$ cat src/rtl/fuel_pkg.sv
// rtl/fuel_pkg.sv - shared types, widths and saturation helper for the fuel-tank model
// Purpose: state enum, gas word width and the 33-bit to GAS_W clamp used by fuel_tank.
// Ports: none (package).
package fuel_pkg;

   localparam int GAS_W = 32;

   typedef enum logic [1:0] {
      OFF    = 2'd0,
      RUN    = 2'd1,
      REFUEL = 2'd2
   } fuel_state_t;

   // Saturate a widened signed result into [0, cap] at GAS_W bits.
   function automatic logic signed [GAS_W-1:0] clamp_gas(input logic signed [GAS_W:0] v,
                                                          input int cap);
      logic signed [GAS_W:0] cap_x;
      cap_x = (GAS_W+1)'(cap);
      if (v < 0)
         return '0;
      else if (v > cap_x)
         return cap_x[GAS_W-1:0];
      else
         return v[GAS_W-1:0];
   endfunction

endpackage

$ cat src/rtl/fuel_tank_if.sv
// rtl/fuel_tank_if.sv - ignition/odometer/refuel inputs and level outputs of fuel_tank
// Purpose: bundles the fuel-tank signals; master drives the inputs, slave is the tank.
// Signals: engine_on, dist_pulse, refuel_req (to tank); gas, refuel_busy,
//          refuel_done, empty (from tank).
interface fuel_tank_if;

   logic                                engine_on;
   logic                                dist_pulse;
   logic                                refuel_req;
   logic signed [fuel_pkg::GAS_W-1:0]   gas;
   logic                                refuel_busy;
   logic                                refuel_done;
   logic                                empty;

   modport master (
      output engine_on, dist_pulse, refuel_req,
      input  gas, refuel_busy, refuel_done, empty
   );

   modport slave (
      input  engine_on, dist_pulse, refuel_req,
      output gas, refuel_busy, refuel_done, empty
   );

endinterface

$ cat src/rtl/fuel_tank_dist_divider.sv
// rtl/fuel_tank_dist_divider.sv - modulo-DIV event counter with one-cycle step strobe
// Purpose: counts enabled cycles 0..DIV-1; step is high on the enabled cycle that wraps.
// Ports: clock, reset (async active-low), enable (count this cycle), clear (force to 0,
//        wins over enable), step (wrap strobe, combinational).
module dist_divider #(
   parameter int DIV = 8
) (
   input  logic clock,
   input  logic reset,
   input  logic enable,
   input  logic clear,
   output logic step
);

   localparam int            W    = (DIV > 1) ? $clog2(DIV) : 1;
   localparam logic [W-1:0]  LAST = W'(DIV - 1);

   logic [W-1:0] cnt_q, cnt_d;
   logic         at_last;

   assign at_last = (cnt_q == LAST);
   assign step    = enable & ~clear & at_last;

   always_comb begin
      cnt_d = cnt_q;
      if (clear)
         cnt_d = '0;
      else if (enable)
         cnt_d = at_last ? '0 : cnt_q + 1'b1;
   end

   always_ff @(posedge clock or negedge reset) begin
      if (!reset)
         cnt_q <= '0;
      else
         cnt_q <= cnt_d;
   end

endmodule

$ cat src/rtl/fuel_tank.sv
// rtl/fuel_tank.sv - fuel-level model: distance burn, refuel FSM, signed level output
// Purpose: converts odometer pulses into fuel burn, services refuel requests and
//          presents the clamped level as a signed 32-bit gas word.
// Ports: clock, reset (async active-low), bus (fuel_tank_if.slave: engine_on,
//        dist_pulse, refuel_req in; gas, refuel_busy, refuel_done, empty out).
// Option: FUEL_TANK_IDLE_BURN_EN adds an idle-time burn every IDLE_PERIOD RUN cycles
//         without a dist_pulse.
module fuel_tank
   import fuel_pkg::*;
#(
   parameter int CAPACITY      = 100,
   parameter int INIT_GAS      = 100,
   parameter int DIST_PER_UNIT = 8,
   parameter int BURN          = 1,
   parameter int REFUEL_RATE   = 2,
   parameter int IDLE_PERIOD   = 64
) (
   input  logic        clock,
   input  logic        reset,
   fuel_tank_if.slave  bus
);

   localparam logic signed [GAS_W-1:0] CAP_W = GAS_W'(CAPACITY);

   fuel_state_t              state_q, state_d;
   logic signed [GAS_W-1:0]  gas_q, gas_d;
   logic                     busy_q, busy_d;
   logic                     done_q, done_d;
   logic                     empty_q, empty_d;

   logic                     in_run;
   logic                     dist_step;
   logic                     idle_step;
   logic                     burn;
   logic signed [GAS_W:0]    gas_x;
   logic signed [GAS_W-1:0]  burn_gas;
   logic signed [GAS_W-1:0]  fill_gas;

   assign in_run = (state_q == RUN);

   dist_divider #(.DIV(DIST_PER_UNIT)) u_dist (
      .clock  (clock),
      .reset  (reset),
      .enable (in_run & bus.dist_pulse),
      .clear  (1'b0),
      .step   (dist_step)
   );

`ifdef FUEL_TANK_IDLE_BURN_EN
   // Idle counter advances on pulse-free RUN cycles; any RUN pulse restarts it.
   dist_divider #(.DIV(IDLE_PERIOD)) u_idle (
      .clock  (clock),
      .reset  (reset),
      .enable (in_run & ~bus.dist_pulse),
      .clear  (in_run & bus.dist_pulse),
      .step   (idle_step)
   );
`else
   logic [31:0] unused_idle_period;
   assign unused_idle_period = IDLE_PERIOD;
   assign idle_step          = 1'b0;
`endif

   // Coincident idle and distance steps burn only once.
   assign burn     = dist_step | idle_step;
   assign gas_x    = {gas_q[GAS_W-1], gas_q};
   assign burn_gas = clamp_gas(gas_x - (GAS_W+1)'(BURN), CAPACITY);
   assign fill_gas = clamp_gas(gas_x + (GAS_W+1)'(REFUEL_RATE), CAPACITY);

   always_comb begin
      state_d = state_q;
      gas_d   = gas_q;
      done_d  = 1'b0;
      case (state_q)
         OFF: begin
            if (bus.engine_on)
               state_d = RUN;
            else if (bus.refuel_req && (gas_q < CAP_W))
               state_d = REFUEL;
         end
         RUN: begin
            if (burn)
               gas_d = burn_gas;
            if (!bus.engine_on)
               state_d = OFF;
         end
         REFUEL: begin
            // Ignition or a dropped request exits before this cycle's add.
            if (bus.engine_on)
               state_d = RUN;
            else if (!bus.refuel_req)
               state_d = OFF;
            else begin
               gas_d = fill_gas;
               if (fill_gas == CAP_W) begin
                  done_d  = 1'b1;
                  state_d = OFF;
               end
            end
         end
         default: state_d = OFF;
      endcase
      busy_d  = (state_d == REFUEL);
      empty_d = (gas_d == '0);
   end

   always_ff @(posedge clock or negedge reset) begin
      if (!reset) begin
         state_q <= OFF;
         gas_q   <= GAS_W'(INIT_GAS);
         busy_q  <= 1'b0;
         done_q  <= 1'b0;
         empty_q <= (INIT_GAS == 0);
      end else begin
         state_q <= state_d;
         gas_q   <= gas_d;
         busy_q  <= busy_d;
         done_q  <= done_d;
         empty_q <= empty_d;
      end
   end

   assign bus.gas         = gas_q;
   assign bus.refuel_busy = busy_q;
   assign bus.refuel_done = done_q;
   assign bus.empty       = empty_q;

endmodule

$ cat src/flat_wrapper.sv
// flat-port wrapper written by rule: the top's interface ports become plain ports
module fuel_tank_flat import fuel_pkg::*;
#(
   parameter int CAPACITY      = 100,
   parameter int INIT_GAS      = 100,
   parameter int DIST_PER_UNIT = 8,
   parameter int BURN          = 1,
   parameter int REFUEL_RATE   = 2,
   parameter int IDLE_PERIOD   = 64
)
  (clock, reset, bus_engine_on, bus_dist_pulse, bus_refuel_req, bus_gas, bus_refuel_busy, bus_refuel_done, bus_empty);
  fuel_tank_if bus_i ();
  input  logic clock;
  input  logic reset;
  input wire logic [$bits(bus_i.engine_on)-1:0] bus_engine_on;
  input wire logic [$bits(bus_i.dist_pulse)-1:0] bus_dist_pulse;
  input wire logic [$bits(bus_i.refuel_req)-1:0] bus_refuel_req;
  output wire logic [$bits(bus_i.gas)-1:0] bus_gas;
  output wire logic [$bits(bus_i.refuel_busy)-1:0] bus_refuel_busy;
  output wire logic [$bits(bus_i.refuel_done)-1:0] bus_refuel_done;
  output wire logic [$bits(bus_i.empty)-1:0] bus_empty;
  assign bus_i.engine_on = bus_engine_on;
  assign bus_i.dist_pulse = bus_dist_pulse;
  assign bus_i.refuel_req = bus_refuel_req;
  assign bus_gas = bus_i.gas;
  assign bus_refuel_busy = bus_i.refuel_busy;
  assign bus_refuel_done = bus_i.refuel_done;
  assign bus_empty = bus_i.empty;
  fuel_tank #(.CAPACITY(CAPACITY), .INIT_GAS(INIT_GAS), .DIST_PER_UNIT(DIST_PER_UNIT), .BURN(BURN), .REFUEL_RATE(REFUEL_RATE), .IDLE_PERIOD(IDLE_PERIOD)) u_core (.clock(clock), .reset(reset), .bus(bus_i));
endmodule
$ cat config.mk
export PLATFORM = sky130hd
export DESIGN_NAME = fuel_tank_flat
export DESIGN_NICKNAME = d
export VERILOG_FILES = /design/src/rtl/fuel_pkg.sv /design/src/rtl/fuel_tank_if.sv /design/src/rtl/fuel_tank_dist_divider.sv /design/src/rtl/fuel_tank.sv /design/src/flat_wrapper.sv
export SDC_FILE = /design/constraint.sdc
export NUM_CORES = 1
export LEC_CHECK = 0
export ABC_AREA = 1
export ABC_CLOCK_PERIOD_IN_PS = 2900
export CORE_ASPECT_RATIO = 0.8
export CORE_UTILIZATION = 38
export DETAILED_ROUTE_END_ITERATION = 7
export GPL_ROUTABILITY_DRIVEN = 1
export PLACE_DENSITY = 0.55
export SYNTH_ARGS = -nofsm -noshare
export SYNTH_HDL_FRONTEND = slang
export SYNTH_HIERARCHICAL = 1
export SYNTH_SLANG_ARGS = --single-unit
$ cat constraint.sdc
create_clock -name clock -period 2.9 [get_ports clock]
set_input_delay 0.58 -clock clock [delete_from_list [all_inputs] [get_ports clock]]
set_output_delay 0.58 -clock clock [all_outputs]
set_load 0.05 [all_outputs]
## Word level (Yosys, flattened, before mapping)

Cells that the tools add are included.

| storage, ports and cells | value |
|---|---|
| output and inout bits | 35 |
| flip-flop bits (word level) | 40 |
| input bits | 5 |

| cells by class | value |
|---|---|
| eq/ne operators | 5 |
| muxes and demuxes | 20 |
| reductions and logical operators | 3 |
| bitwise logic cells | 2 |
| $lt $le $gt $ge | 5 |
| $add $sub $neg | 3 |

Operator list:

| kind | count |
|---|---|
| 32-bit 2-to-1 mux | 7 |
| 33-bit by 8-bit > comparator with 1-bit output, second input constant | 2 |
| 33-bit by 1-bit less-than comparator with 1-bit output, second input constant | 2 |
| 32-bit case mux with 2 select lines | 1 |
| 32-bit by 3-bit adder with 33-bit output, second input constant | 1 |
| 32-bit by 2-bit subtractor with 33-bit output, second input constant | 1 |
| 32-bit by 8-bit == test with 1-bit output, second input constant | 1 |
| 32-bit zero test | 1 |
| 32-bit by 8-bit less-than comparator with 1-bit output, second input constant | 1 |
| 2-bit 2-to-1 mux | 6 |
| 2-bit case mux with 3 select lines | 1 |
| 2-bit == test, second input constant | 2 |
| 1-bit 2-to-1 mux | 4 |
| 3-bit by 1-bit adder with 3-bit output, second input constant | 1 |
| 3-bit == test, second input constant | 1 |
| 3-bit 2-to-1 mux | 1 |
| 1-bit AND | 2 |
| 2-bit by 1-bit == test with 1-bit output, second input constant | 1 |
| 2-bit zero test | 1 |
| 1-bit logical AND | 1 |

## Longest topological paths before layout

Gate-level depths: netlist of the first run.

| logic depth | value |
|---|---|
| depth in word-level cells | 10 |
| gate-level depth with buffers | 25 |

## Hierarchy

The synthesis of the first run kept the hierarchy.

By module, submodules not included:

| module | instances | cells an instance | area each (µm²) | seq. area each (µm²) |
|---|---|---|---|---|
| fuel_tank | 1 | 901 | 5148.7 | 929.6 |
| dist_divider | 1 | 20 | 162.7 | 75.1 |

## Least setup slack after synthesis of the first run

Ideal clock, no wire load.

| timing | value |
|---|---|
| path type | reg-to-reg |
| start point | register u_core.state_q[1] |
| end point | register u_core.empty_q, in the netlist u_core/bus.empty |
| slack | -0.166 ns |
| arrival time | 2.995 ns |
| stages on the path, launching flop included | 15 |
| library setup time | 0.071 ns |
| period minus slack after synthesis | 3.066 ns |
| path buffers | 3 |
| cell sequence | dfrtp_1 -> inv_1 -> ha_1 -> clkbuf_1 -> clkbuf_1 -> nand2_1 -> inv_1 -> and3_2 -> clkbuf_1 -> nor3_1 -> a2bb2oi_1 -> or4_1 -> nor4_1 -> nand3_1 -> nor2_1 |

| on the way | value |
|---|---|
| cells in the longest elaborated chain, start to end | 6 |

Ends and longest elaborated chain:

| what | line | source |
|---|---|---|
| start: declaration | fuel_tank.sv:25 | `fuel_state_t state_q, state_d;` |
| start signal: assignment | fuel_tank.sv:115 | `state_q <= state_d;` |
| 2-bit by 1-bit == test with 1-bit output | fuel_tank.sv:39 | `assign in_run = (state_q == RUN);` |
| 1-bit AND | fuel_tank.sv:44 | `.enable (in_run & bus.dist_pulse),` |
| 1-bit AND | fuel_tank_dist_divider.sv:22 | `assign step = enable & ~clear & at_last;` |
| net u_core.burn | fuel_tank.sv:34 | `logic burn;` |
| 32-bit 2-to-1 mux | fuel_tank.sv:82 | `if (burn)` |
| 32-bit case mux with 2 select lines | fuel_tank.sv:74 | `case (state_q)` |
| net u_core.gas_d[18] | fuel_tank.sv:26 | `logic signed [GAS_W-1:0] gas_q, gas_d;` |
| 32-bit zero test | fuel_tank.sv:104 | `empty_d = (gas_d == '0);` |
| net u_core.empty_d | fuel_tank.sv:29 | `logic empty_q, empty_d;` |
| end signal: assignment | fuel_tank.sv:113 | `empty_q <= (INIT_GAS == 0);` |
| end signal: assignment | fuel_tank.sv:119 | `empty_q <= empty_d;` |
| end: declaration | fuel_tank.sv:29 |  |

The timed path passes the listed nets, and every way through them passes these cells.
A chain may end at the register's enable or synchronous reset.

## Worst setup path after layout of the first run

| timing | value |
|---|---|
| start point | register u_core.state_q[0] |
| end point | register u_core.empty_q, in the netlist u_core/bus.empty |

| on the way | value |
|---|---|
| cells in the longest elaborated chain, start to end | 6 |

Ends and longest elaborated chain:

| what | line |
|---|---|
| 2-bit by 1-bit == test with 1-bit output | fuel_tank.sv:39, fuel_tank.sv:74 |
| 1-bit AND | fuel_tank.sv:44 |
| 1-bit AND | fuel_tank_dist_divider.sv:22 |
| 32-bit 2-to-1 mux | fuel_tank.sv:82 |
| 32-bit case mux with 2 select lines (*) | fuel_tank.sv:74 |
| net u_core.gas_d[20] | fuel_tank.sv:26 |
| 32-bit zero test (*) | fuel_tank.sv:104 |
| net u_core.empty_d | fuel_tank.sv:29 |

Mark *: on every way through the listed nets, which the timed path passes. The rest lies on a longest branch.

==> flow_summary_export.csv, run 1 <==
group,metric,value,unit
status,outcome,"complete, but fails checks",
status,violations,"setup timing",
place,portBuffers,39,
global_routing,grt_pass1_vias,5681,
timing,relSlewSlack,0.471,
finish,drive_gt1_frac,0.240,
place,placed_cell_area,0.00663,mm2
place,gp_congestion,0.951,
clocking,cts_made_buffers,5,
route,wl,20.3,mm
route,drt_iter0_markers,590,
clocking,clk_pin_slew_worst_paths,0.06,ns
pwr,ir_drop,686,uV
logic_synthesis,yosysMostFrequentCell,"nand2_1",
die,num_rows,38,
clocking,cts.path.max_buffers,2,
die,dieHeight,108,um
die,dieArea,0.0145,mm2
route,firstDrtPassIters,5,
route,drc,0,
global_routing,grt-ovfl-total,0,
clocking,holdBufCountCts,0,
clocking,root_buffer,"clkbuf_16",
logic_synthesis,synth_adder_area_share,0.0283,
route,route.met2.wl,8.53,mm
logic_synthesis,ys_async_sr_fraction,1.00,
logic_synthesis,syn_area,0.00531,mm2
worst_setup_path,cp.arrival,3.27,ns
timing,drv_slew,0,
die,coreArea,0.0136,mm2
finish,multi_input_area,0.00378,mm2
finish,area_growth,31.1,%
logic_synthesis,yosys.area_share.simple,0.553,
timing,rsz0062_at_grt,"true",
timing,setup_slack,-0.148,ns
timing,tightest_slew,0.793,ns
logic_synthesis,synth.largest_area_cell,"nand2_1",
worst_setup_path,required,3.13,ns
logic_synthesis,ys_ff_latch,40,
clocking,clock_latency,0.29,ns
logic_synthesis,yosys-mux-area-fraction,0,
route,num_vias,6389,
timing,setup-violations-final,2,
worst_setup_path,critical_path_class,"register to register",
pwr,p_per_area,1270,mW/mm2
logic_synthesis,yosysSeqAreaShare,0.189,
global_routing,antenna_found_initial,0,
die,start_util,0.391,
logic_synthesis,synth_edf_count,0,
worst_setup_path,critPathCaptureType,"register",
clocking,cts_tree,"yes",
timing,period_needed,3.05,ns
timing,fin_crit_sh,1.05,
logic_synthesis,synth_compound_area_frac,0.0768,
logic_synthesis,ys_top_cells_by_count,"nand2_1 (278), nor2_1 (147), nand3_1 (101)",
logic_synthesis,synth_ff_type,"dfrtp_1",
logic_synthesis,synth_top_area_share,0.196,
min_path,worstHoldPathType,"primary input to asynchronous set/reset pin",
route,met1Wirelength,9.95,mm
finish,fin_nets,1073,
finish,final_area,0.00697,mm2
finish,antenna_cells,0,
worst_setup_path,start_kind,"register",
route,route.met3.wl,1.49,mm
route,wl_per_cell,16.4,um
timing,fmax,328,MHz
die,ios,40,
worst_setup_path,cp_max_fo,17,
clocking,htree_levels,2,
pwr,p_total,0.00887,W
route,viasPerCell,5.16,
route,ant_nets,0,
logic_synthesis,syn_area_per_cell,5.77,um2
logic_synthesis,synth.distinct_cells,44,
timing,skew,0.00759,ns
global_routing,grt_usage,0.291,
logic_synthesis,synth_top_family_by_area,"simple AND/OR/NAND/NOR gates",
die,die_x,134,um
global_routing,grt_max_degree,38,
finish,regArea,0.00101,mm2
place,post-dp-hpwl,16.7,mm
logic_synthesis,synth_area_leaders,"nand2_1 (20%), dfrtp_1 (17%), nor2_1 (10%)",
pwr,power_leakage,3.35,nW
route,maxUsedRoutingLayer,"met4",
logic_synthesis,syn_inst,921,
logic_synthesis,synth_warnings,6,
logic_synthesis,synth-xor-area-share,0.0247,
global_routing,grt_pass1_wl,32.2,mm
finish,n_fill_cell,1475,
job,cap_viol_max_count,0,
clocking,cts.sinks,40,
timing,hold_violations,0,
[worst max-delay path, cell delays in order (launching register included)]
cell and delay [ns]:
dfrtp_1 0.44, inv_1 0.10, ha_1 0.56, inv_1 0.35, a2bb2oi_1 0.14, or4_1 0.58
nor4_1 0.50, nand3_1 0.17, nor2_2 0.14
[kinds of logic after synthesis]
kind of cell / Yosys count
DFF: 40
buffers and inverters: 147
other: 1
xor gates and xnor gates: 15
AOI/OAI and AO/OA: 69
and+or+nand+nor: 637
adders and majority gates: 12
[per-stage QoR]
step	util	std cells	hold slack [ns]	worst slack (ns)	setup TNS, ns
after floorplan	-	923	0.284	0.0170	0
after global placement	0.488	1223	0.462	-0.311	-0.442
after detailed placement	0.488	1223	0.467	-0.254	-0.355
after CTS	0.501	1231	0.339	0.000320	0
after global routing	0.512	1237	0.372	-0.245	-0.942
final	0.512	1237	0.320	-0.148	-0.157
[power breakdown]
group          switching, W  internal, W
logic               0.00435      0.00263
registers          0.000468     0.000855
clock network      0.000249     0.000321
total               0.00506      0.00381
[timing repair]
item / CTS / global route
pin swaps: 4 / 12
setup buffers: 0 / 6
resized for setup: 10 / 33
hold endpoints to repair: 0 / 0
setup endpoints to repair: 4 / 11
[registers in the layout (all words and copies together), names as in the netlist]
signal	cells
u_core/bus.refuel_busy	1
u_core/bus.refuel_done	1
u_core/bus.gas	32
u_core/state_q	2
u_core/u_dist/cnt_q	3
u_core/bus.empty	1
[routing by layer]
metal,up-vias,track usage
met5,-,0
met2,249,0.439
met1,2900,0.435
met4,0,0.0698
met3,30,0.0353
li1,3210,-
[placed cells by master, fill, tap and decap left out, types with 3 or more instances in the layout]
cell type and count:
nand2_1 270, nor2_4 19, nor2_2 22, nand3_1 100, a21oi_1 17, and2_1 3, inv_1 91, nor4_1 3
clkdlybuf4s50_1 38, nand2_4 6, nand4_1 17, buf_4 134, a31oi_1 19, dfrtp_1 31, dfstp_2 3, dfrtp_2 6
a2bb2oi_1 6, inv_2 5, clkbuf_16 5, nor2_1 136, nor3_1 15, nand2_2 25, xor2_1 14, ha_1 10
o21ai_0 12, o21ai_1 8, nand3_2 5, conb_1 3
[worst paths after layout]
| kind | startpoint | end | slack [ns] | cells after the start |
|---|---|---|---|---|
| worst min-delay path | reset | u_core/u_dist/cnt_q[1] | 0.32 | 1 |
| worst min register to register | u_core/u_dist/cnt_q[1] | u_core/u_dist/cnt_q[1] | 0.49 | 2 |
| max in group asynchronous | reset | u_core/bus.gas[24] | 1.88 | 2 |
| worst max-delay path | u_core/state_q[0] | u_core/bus.empty | -0.15 | 8 |
| worst max register to register | u_core/state_q[0] | u_core/bus.empty | -0.15 | 8 |
| min in group clock | u_core/u_dist/cnt_q[1] | u_core/u_dist/cnt_q[1] | 0.49 | 2 |
[layout make-up]
cell class,instances,share of cell area
Multi-Input combinational cell,736,0.542
Timing Repair Buffer,176,0.207
Sequential cell,40,0.145
Inverter,97,0.0523
Tap cell,180,0.0323
Clock buffer,6,0.0185
Clock inverter,2,0.00234
Power figures use the tool's default switching activity.
==> run 2, diff against run 1 <==
--- a/config.mk
+++ b/config.mk
@@ -9,6 +9,8 @@
 export ABC_CLOCK_PERIOD_IN_PS = 2900
 export CORE_ASPECT_RATIO = 0.8
 export CORE_UTILIZATION = 38
+export CTS_BUF_LIST = sky130_fd_sc_hd__clkbuf_8
+export CTS_CLUSTER_SIZE = 24
 export DETAILED_ROUTE_END_ITERATION = 7
 export GPL_ROUTABILITY_DRIVEN = 1
 export PLACE_DENSITY = 0.55
==> flow_summary_export.csv, run 2 (synthesized netlist as in run 1, its figures left out) <==
group,metric,value,unit
clocking,clock_latency,0.31,ns
clocking,root_buffer,"clkbuf_8",
timing,fin_crit_sh,1.03,
route,drc,0,
clocking,htree_levels,2,
route,drt_iter0_markers,597,
clocking,holdBufCountCts,0,
timing,rsz0062_at_grt,"true",
die,num_rows,38,
die,die_x,134,um
route,ant_nets,0,
finish,area_growth,30.9,%
clocking,cts_made_buffers,5,
global_routing,grt-ovfl-total,0,
finish,largest_register_ffs,32,
finish,stdcell_count,1238,
timing,drv_slew,0,
status,outcome,"complete, but fails checks",
timing,period_needed,2.99,ns
clocking,cts.path.max_buffers,2,
finish,n_fill_cell,1479,
global_routing,grt_pass1_wl,32.2,mm
global_routing,grt_max_degree,38,
finish,final_cell_mix,"nand2_1 (270), nor2_1 (135), buf_4 (132)",
timing,relSlewSlack,0.472,
route,firstDrtPassIters,5,
die,ios,40,
global_routing,grt_pass1_vias,5670,
finish,drive_gt1_frac,0.243,
timing,skew,0.0133,ns
pwr,ir_drop,672,uV
timing,setup-violations-final,2,
place,portBuffers,39,
route,wl,20.4,mm
status,violations,"setup timing",
clocking,cts_tree,"yes",
timing,tightest_slew,0.792,ns
pwr,power_leakage,3.34,nW
clocking,cts.sinks,40,
finish,final_common_cell,"nand2_1",
die,start_util,0.391,
worst_setup_path,start_kind,"register",
timing,holdWs,0.299,ns
die,dieHeight,108,um
worst_setup_path,required,3.15,ns
die,dieArea,0.0145,mm2
place,post-dp-hpwl,16.7,mm
route,wl_per_cell,16.5,um
die,coreArea,0.0136,mm2
place,gp_congestion,0.951,
global_routing,antenna_found_initial,1,
timing,setup_slack,-0.0936,ns
clocking,clk_pin_slew_worst_paths,0.09,ns
route,viasPerCell,5.16,
worst_setup_path,cp.arrival,3.24,ns
timing,fmax,334,MHz
place,place_inst,1223,
pwr,p_per_area,1250,mW/mm2
min_path,worstHoldPathType,"primary input to asynchronous set/reset pin",
finish,fin_nets,1073,
worst_setup_path,cp_max_fo,17,
job,cap_viol_max_count,0,
global_routing,grt_usage,0.291,
worst_setup_path,critPathCaptureType,"register",
worst_setup_path,critical_path_class,"register to register",
timing,hold_violations,0,
route,num_vias,6385,
[run 2: area by class of cell]
type / instances / area (um2) / share of cell area
Tap cell: 180 / 225 / 0.0324
Inverter: 97 / 364 / 0.0524
Antenna cell: 1 / 2.50 / 0.000360
Timing Repair Buffer: 176 / 1450 / 0.209
Sequential cell: 40 / 1010 / 0.146
Clock inverter: 3 / 20.0 / 0.00288
Multi-Input combinational cell: 736 / 3810 / 0.548
Clock buffer: 5 / 68.8 / 0.00990
[run 2: report_power, final]
| part | internal (W) | switching, W |
|---|---|---|
| sequential | 0.000854 | 0.000465 |
| combinational | 0.00264 | 0.00436 |
| clock | 0.000168 | 0.000231 |
[run 2: worst paths after layout]
path	from	end	slack, ns	depth (start not counted)
min reg2reg	u_core/u_dist/cnt_q[1]	u_core/u_dist/cnt_q[1]	0.49	2
max reg2reg	u_core/state_q[0]	u_core/bus.empty	-0.09	8
min	reset	u_core/u_dist/cnt_q[0]	0.30	1
min in group clock	u_core/u_dist/cnt_q[1]	u_core/u_dist/cnt_q[1]	0.49	2
max	u_core/state_q[0]	u_core/bus.empty	-0.09	8
max in group asynchronous	reset	u_core/bus.gas[30]	1.89	2
[run 2: critical path, stage by stage, from the launching register on]
cell	delay [ns]
dfrtp_1	0.45
inv_1	0.10
ha_1	0.55
inv_1	0.34
a2bb2oi_1	0.14
or4_1	0.58
nor4_1	0.48
nand3_1	0.16
nor2_2	0.12
[run 2: layer usage]
| layer | track usage | routed length [um] | up-vias |
|---|---|---|---|
| li1 | - | - | 3201 |
| met1 | 0.433 | 9880 | 2890 |
| met2 | 0.437 | 8470 | 266 |
| met3 | 0.0400 | 1650 | 28 |
| met4 | 0.0690 | 377 | 0 |
| met5 | 0 | 0 | - |
[run 2: timing repair]
| action | in CTS | in global routing |
|---|---|---|
| pin swaps | 3 | 23 |
| cloned | 0 | 0 |
| setup buffers | 0 | 6 |
| setup endpoints to repair | 4 | 12 |
| gates resized for setup | 6 | 45 |
[run 2: through the flow]
| stage | total power, W | cell area (um2) | TNS (ns) | setup WS (ns) | util |
|---|---|---|---|---|---|
| final | 0.00872 | 6950 | -0.131 | -0.0936 | 0.511 |
| after global routing | 0.00939 | 6950 | -0.942 | -0.264 | 0.511 |
| after CTS | 0.00850 | 6750 | -0.00252 | -0.00252 | 0.496 |
| after detailed placement | 0.00804 | 6630 | -0.355 | -0.254 | 0.488 |
| after global placement | 0.00808 | 6630 | -0.442 | -0.311 | 0.488 |
| after floorplan | 0.00548 | 5330 | 0 | 0.0170 | - |
